===== config.mk =====
export PLATFORM = sky130hd
export DESIGN_NAME = ir_sink_pwm_ctrl
export DESIGN_NICKNAME = d
export VERILOG_FILES = /design/src/rtl/ir_sink_pwm_ctrl.sv
export SDC_FILE = /design/constraint.sdc
export NUM_CORES = 1
export LEC_CHECK = 0
export BUFFER_PORTS_ARGS = -buffer_cell sky130_fd_sc_hd__buf_2
export CAP_MARGIN = 10
export CORE_MARGIN = 1.5
export CORE_UTILIZATION = 40
export CTS_BUF_LIST = sky130_fd_sc_hd__clkbuf_8
export DETAILED_ROUTE_END_ITERATION = 8
export GPL_TIMING_DRIVEN = 0
export MAX_ROUTING_LAYER = met4
export RECOVER_POWER = 50
export REMOVE_ABC_BUFFERS = 1
export SKIP_LAST_GASP = 1
export SYNTH_ARGS = -nofsm -noshare
export SYNTH_HDL_FRONTEND = slang
export SYNTH_SLANG_ARGS = --single-unit

===== constraint.sdc =====
create_clock -name clk -period 8.2 [get_ports clk]
set_clock_uncertainty 0.1 [all_clocks]
set_input_delay 0.41 -clock clk [delete_from_list [all_inputs] [get_ports clk]]
set_output_delay 0.41 -clock clk [all_outputs]
set_load 0.005 [all_outputs]

===== src/rtl/ir_sink_pwm_ctrl.sv =====
// ir_sink_pwm_ctrl: IR illuminator sink-bank controller.
// PWM or one-shot drive with soft-start ramp and on-time cut-off.
module ir_sink_pwm_ctrl #(
  parameter int NGRP    = 8,
  parameter int PWM_W   = 8,
  parameter int TIME_W  = 16,
  parameter int RAMP_SH = 2
) (
  input  logic                      clk,
  input  logic                      rst_n,
  input  logic                      enable,
  input  logic                      mode,
  input  logic                      trig,
  input  logic [$clog2(NGRP+1)-1:0] level,
  input  logic [PWM_W-1:0]          duty,
  input  logic [TIME_W-1:0]         pulse_len,
  input  logic [TIME_W-1:0]         max_on,
  output logic [NGRP-1:0]           ng_en,
  output logic                      busy,
  output logic                      fault
);

  localparam int LW = $clog2(NGRP+1);
  localparam int RW = (RAMP_SH > 0) ? RAMP_SH : 1;
  localparam logic [RW-1:0] RMAX = RW'((1 << RAMP_SH) - 1);

  typedef enum logic [1:0] {
    IDLE,
    PWM,
    PULSE,
    FLT
  } state_t;

  state_t state, state_nx;
  logic [PWM_W-1:0]  pwm_cnt, pwm_cnt_nx;
  logic [PWM_W-1:0]  duty_q, duty_q_nx, duty_cur;
  logic [TIME_W-1:0] on_cnt, on_cnt_nx;
  logic [TIME_W-1:0] on_run, on_run_nx;
  logic [LW-1:0]     cur_lvl, cur_lvl_nx, lvl;
  logic [RW-1:0]     ramp_cnt, ramp_cnt_nx;
  logic [NGRP-1:0]   therm;
  logic              on_c, drive;

  always_comb begin
    state_nx   = state;
    pwm_cnt_nx = pwm_cnt;
    duty_q_nx  = duty_q;
    on_cnt_nx  = on_cnt;
    on_c       = 1'b0;
    lvl        = (level > LW'(NGRP)) ? LW'(NGRP) : level;
    duty_cur   = (pwm_cnt == '0) ? duty : duty_q;

    unique case (state)
      IDLE: begin
        if (enable && !mode) begin
          state_nx   = PWM;
          pwm_cnt_nx = '0;
        end else if (enable && mode && trig) begin
          state_nx  = PULSE;
          on_cnt_nx = pulse_len;
        end
      end
      PWM: begin
        on_c       = (pwm_cnt < duty_cur);
        duty_q_nx  = duty_cur;
        pwm_cnt_nx = pwm_cnt + 1'b1;
      end
      PULSE: begin
        on_c = (on_cnt != '0);
        if (on_cnt < TIME_W'(2)) state_nx = IDLE;
        if (on_cnt != '0) on_cnt_nx = on_cnt - 1'b1;
      end
      FLT: ;
    endcase

    drive = enable && on_c && (lvl != '0);

    on_run_nx = '0;
    if (drive)
      on_run_nx = (&on_run) ? on_run : on_run + 1'b1;

    // Cut-off wins over normal pulse completion in the same cycle
    if (drive && (max_on != '0) && (on_run_nx == max_on))
      state_nx = FLT;
    if (!enable)
      state_nx = IDLE;

    cur_lvl_nx  = '0;
    ramp_cnt_nx = '0;
    if (drive) begin
      if (cur_lvl == '0) begin
        cur_lvl_nx = LW'(1);
      end else if (lvl < cur_lvl) begin
        cur_lvl_nx = lvl;
      end else if (cur_lvl < lvl) begin
        cur_lvl_nx = cur_lvl;
        if (ramp_cnt == RMAX) cur_lvl_nx = cur_lvl + 1'b1;
        else ramp_cnt_nx = ramp_cnt + 1'b1;
      end else begin
        cur_lvl_nx = cur_lvl;
      end
    end

    for (int i = 0; i < NGRP; i++)
      therm[i] = (LW'(i) < cur_lvl_nx);
  end

  always_ff @(posedge clk or negedge rst_n) begin
    if (!rst_n) begin
      state    <= IDLE;
      pwm_cnt  <= '0;
      duty_q   <= '0;
      on_cnt   <= '0;
      on_run   <= '0;
      cur_lvl  <= '0;
      ramp_cnt <= '0;
      ng_en    <= '0;
      busy     <= 1'b0;
      fault    <= 1'b0;
    end else begin
      state    <= state_nx;
      pwm_cnt  <= pwm_cnt_nx;
      duty_q   <= duty_q_nx;
      on_cnt   <= on_cnt_nx;
      on_run   <= on_run_nx;
      cur_lvl  <= cur_lvl_nx;
      ramp_cnt <= ramp_cnt_nx;
      ng_en    <= therm;
      busy     <= enable && (state == PULSE);
      fault    <= enable && (state == FLT);
    end
  end

endmodule


==> impl_metrics.csv <==
group,metric,value,unit
detailed_routing,wl_met3,535,µm
detailed_routing,drtIter0Drc,115,
synthesis,ys_seq_area_share,38.15,%
placement,hpwl,7790,µm
clock_network,htreeDepth,3,
die,core_area,10320,µm²
pwr,powerDensity,216.1,nW/µm²
detailed_routing,firstDrtPassIters,5,
placement,port_buffers,58,
clock_network,postCtsSetupBuffers,0,
critical_path,critical_path_arrival,4.05,ns
critical_path,crit_fanout,21,
die,ioPinCount,59,
detailed_routing,ant_nets,0,
job,cap_violations,1,
finish,fin_area,4946,µm²
clock_network,cts_tree,"built",
critical_path,cp.required,8.35,ns
finish,area_growth_syn_to_layout,15.99,%
die,fp.dieH,106.3,µm
critical_path,critical_path.endpoint_type,"register",
global_route,grt_pass1_vias,3706,
sta,finalHoldViolCount,0,
sta,finalCritPeriodShare,47.60,%
detailed_routing,vias,3850,
detailed_routing,vias_per_cell,5.637,
clock_network,cts_buffers,9,
placement,placed_cell_area,4753,µm²
detailed_routing,wl_per_cell,15.33,µm
global_route,grt_overflow,0,
global_route,grt_pass1_wl,17650,µm
clock_network,clock-sinks,65,
clock_network,insertion_delay,0.37,ns
clock_network,cts_root_buf,"clkbuf_8",
global_route,grt_max_degree,66,
synthesis,syn-mean-instance-area,8.828,µm²
global_route,antenna_found_initial,0,
finish,nFillCells,996,
sta,max_freq,256.2,MHz
detailed_routing,drc,0,
synthesis,synthesis.area,4264,µm²
placement,gp_congestion,0.9105,
sta,setup_viol,0,
detailed_routing,wl_met2,4744,µm
critical_path,crit_slowest_cell,"a211oi_4",
detailed_routing,wl,10470,µm
placement,placed_cells,667,
synthesis,dominantRegCellSynth,"dfrtp_1",
synthesis,ys_ff_latch,65,
die,start_util,41.30,%
synthesis,synthCells,483,
finish,final_util,47.91,%
hold_path,min_path_type,"in2reg",
sta,slew_viol_final,66,
detailed_routing,highest_layer,"met4",
run_status,violations,"capacitance limit, slew limit",
clock_network,clk_path_buf_depth,2,
synthesis,synth_edf_count,0,
detailed_routing,drt-met1-wl,4929,µm
critical_path,crit_chain,"inv_1 -> ha_1 -> nor4b_1 -> nand2_1 -> mux2i_1 -> ha_1 -> and4b_1 -> o211a_1 -> o211a_1 -> a211oi_4 -> buf_16 -> a41o_1 -> a22oi_1 -> o41ai_1",
sta,tightest_slew,3.562,ns
pwr,power.leakage,0.002225,µW
global_route,grt.total_usage,20.49,%
run_status,status,"finished with violations",
sta,finalSetupTns,0,ns
finish,regArea,1627,µm²
die,die-width,106.3,µm
finish,multi_input_area,2507,µm²
die,rows,37,
finish,nets,613,
finish,final_cell_count_no_fill,683,
clock_network,hold_buffers,0,
die,die_area,11290,µm²
critical_path,cpPeakStageDelay,0.49,ns
critical_path,cp_num_buf_inv,2,
synthesis,ys.warnings.count,0,
critical_path,startpoint_type,"register",
finish,drive_above_1_share,16.45,%
sta,rsz0062_at_grt,"false",
clock_network,clkTransAtPathRegs,0.07,ns
sta,relSlewSlack,-137.5,%
finish,diodes,0,
pwr,ir_drop,112.3,µV
synthesis,async_flop_share,100.0,%
clock_network,ctsResizeCount,0,
critical_path,cp_top_family,"compound AO/OA/AOI/OAI gates",
sta,period_needed,3.903,ns
critical_path,criticalPathCategory,"reg2reg",
synthesis,netlist-cell-type-count,67,
-- logic make-up after synthesis --
| logic type | count (synthesis) | synth area share, % |
|---|---|---|
| AO/OA/AOI/OAI | 132 | 20.42 |
| XOR/XNOR | 19 | 4.255 |
| adder cells (fa/ha/maj) | 22 | 6.455 |
| buffers and inverters | 37 | 3.374 |
| flip-flops | 65 | 38.15 |
| multiplexers | 14 | 3.316 |
| AND/OR/NAND/NOR | 194 | 24.03 |
-- layout by cell type, fill, tap and decap left out, types with 3 or more instances in the layout --
| cell type | n |
|---|---|
| o211a_1 | 4 |
| clkbuf_8 | 10 |
| ha_1 | 22 |
| nand4_1 | 7 |
| o22ai_1 | 5 |
| a21o_1 | 4 |
| o31ai_1 | 3 |
| nand2b_1 | 6 |
| a2111oi_0 | 3 |
| nor4_1 | 12 |
| o21ai_0 | 28 |
| nor2b_1 | 3 |
| nor2_1 | 53 |
| buf_2 | 57 |
| or4_1 | 4 |
| nand2_1 | 35 |
| and2_1 | 8 |
| nand3_1 | 24 |
| dfrtp_1 | 65 |
| a21oi_1 | 41 |
| mux2i_1 | 13 |
| and3_1 | 10 |
| o21a_1 | 5 |
| o211ai_1 | 5 |
| xnor2_1 | 7 |
| inv_1 | 25 |
| a31oi_1 | 4 |
| nor3_1 | 12 |
| xor2_1 | 11 |
-- final timing paths --
kind,start,endpoint,slack [ns],cells past startpoint
setup / recovery,pwm_cnt[0],state[1],4.30,14
hold / removal,duty[0],duty_q[0],0.20,2
max in group asynchronous,rst_n,ng_en[0],4.84,1
hold reg to reg,ramp_cnt[0],ramp_cnt[0],0.34,1
setup reg to reg,pwm_cnt[0],state[1],4.30,14
min in group asynchronous,rst_n,on_cnt[4],1.14,1
-- cell usage after synthesis (all sizes together), types with 3 or more instances --
| library cell | n | share of area, % |
|---|---|---|
| clkbuf | 11 | 0.97 |
| ha | 22 | 6.5 |
| nand3 | 24 | 2.8 |
| nor2 | 53 | 4.7 |
| nand2 | 35 | 3.1 |
| inv | 24 | 2.1 |
| a21o | 4 | 0.70 |
| o22ai | 5 | 0.73 |
| o211a | 4 | 0.94 |
| xnor2 | 7 | 1.4 |
| xor2 | 11 | 2.3 |
| o21ai | 29 | 3.4 |
| or4 | 4 | 0.70 |
| and3 | 12 | 1.8 |
| o211ai | 5 | 0.88 |
| a21oi | 42 | 5.2 |
| nand4 | 9 | 1.8 |
| and2 | 10 | 1.5 |
| a2111oi | 4 | 0.97 |
| nor3 | 12 | 1.4 |
| nor2b | 3 | 0.44 |
| o21a | 5 | 0.88 |
| dfrtp | 65 | 38 |
| mux2i | 13 | 3.1 |
| nand2b | 6 | 0.88 |
| a31oi | 4 | 0.59 |
| o31ai | 3 | 0.53 |
| nor4 | 13 | 2.3 |
-- metrics by stage --
step                setup WS [ns]  hold WS (ns)  total power [µW]
floorplan                   4.353       0.01441             681.4
CTS                         4.200       0.07508              1080
finish                      4.297        0.2011              1069
global route                3.791        0.1844              1151
detailed placement          4.226        0.3265             796.8
global placement            3.274        0.3238             768.5
-- flip-flops by register name (all words and copies together) (netlist names) --
| name | flops |
|---|---|
| cur_lvl | 4 |
| fault | 1 |
| on_run | 16 |
| ng_en | 7 |
| ramp_cnt | 2 |
| busy | 1 |
| on_cnt | 16 |
| duty_q | 8 |
| state | 2 |
| pwm_cnt | 8 |
-- report_power, final --
part           internal [µW]  total (µW)  switching [µW]
Clock                    146         279             133
Sequential               387         450            62.8
Combinational            146         340             194
Total                    679        1070             390
-- per-layer routing --
metal	up-vias	GRT usage (%)
met4	0	8.301
met1	1840	26.89
met2	85	30.05
met5	-	-
met3	19	5.457
li1	1906	-
-- cell type report --
| cell class | instances | share of cell area [%] |
|---|---|---|
| tap | 136 | 3.440 |
| sequential | 65 | 32.89 |
| multi-input combinational | 381 | 50.70 |
| clock buffer | 10 | 2.783 |
| timing repair buffer | 61 | 7.184 |
| clock inverter | 6 | 1.189 |
| inverter | 24 | 1.821 |
Power figures use the tool's default switching activity.
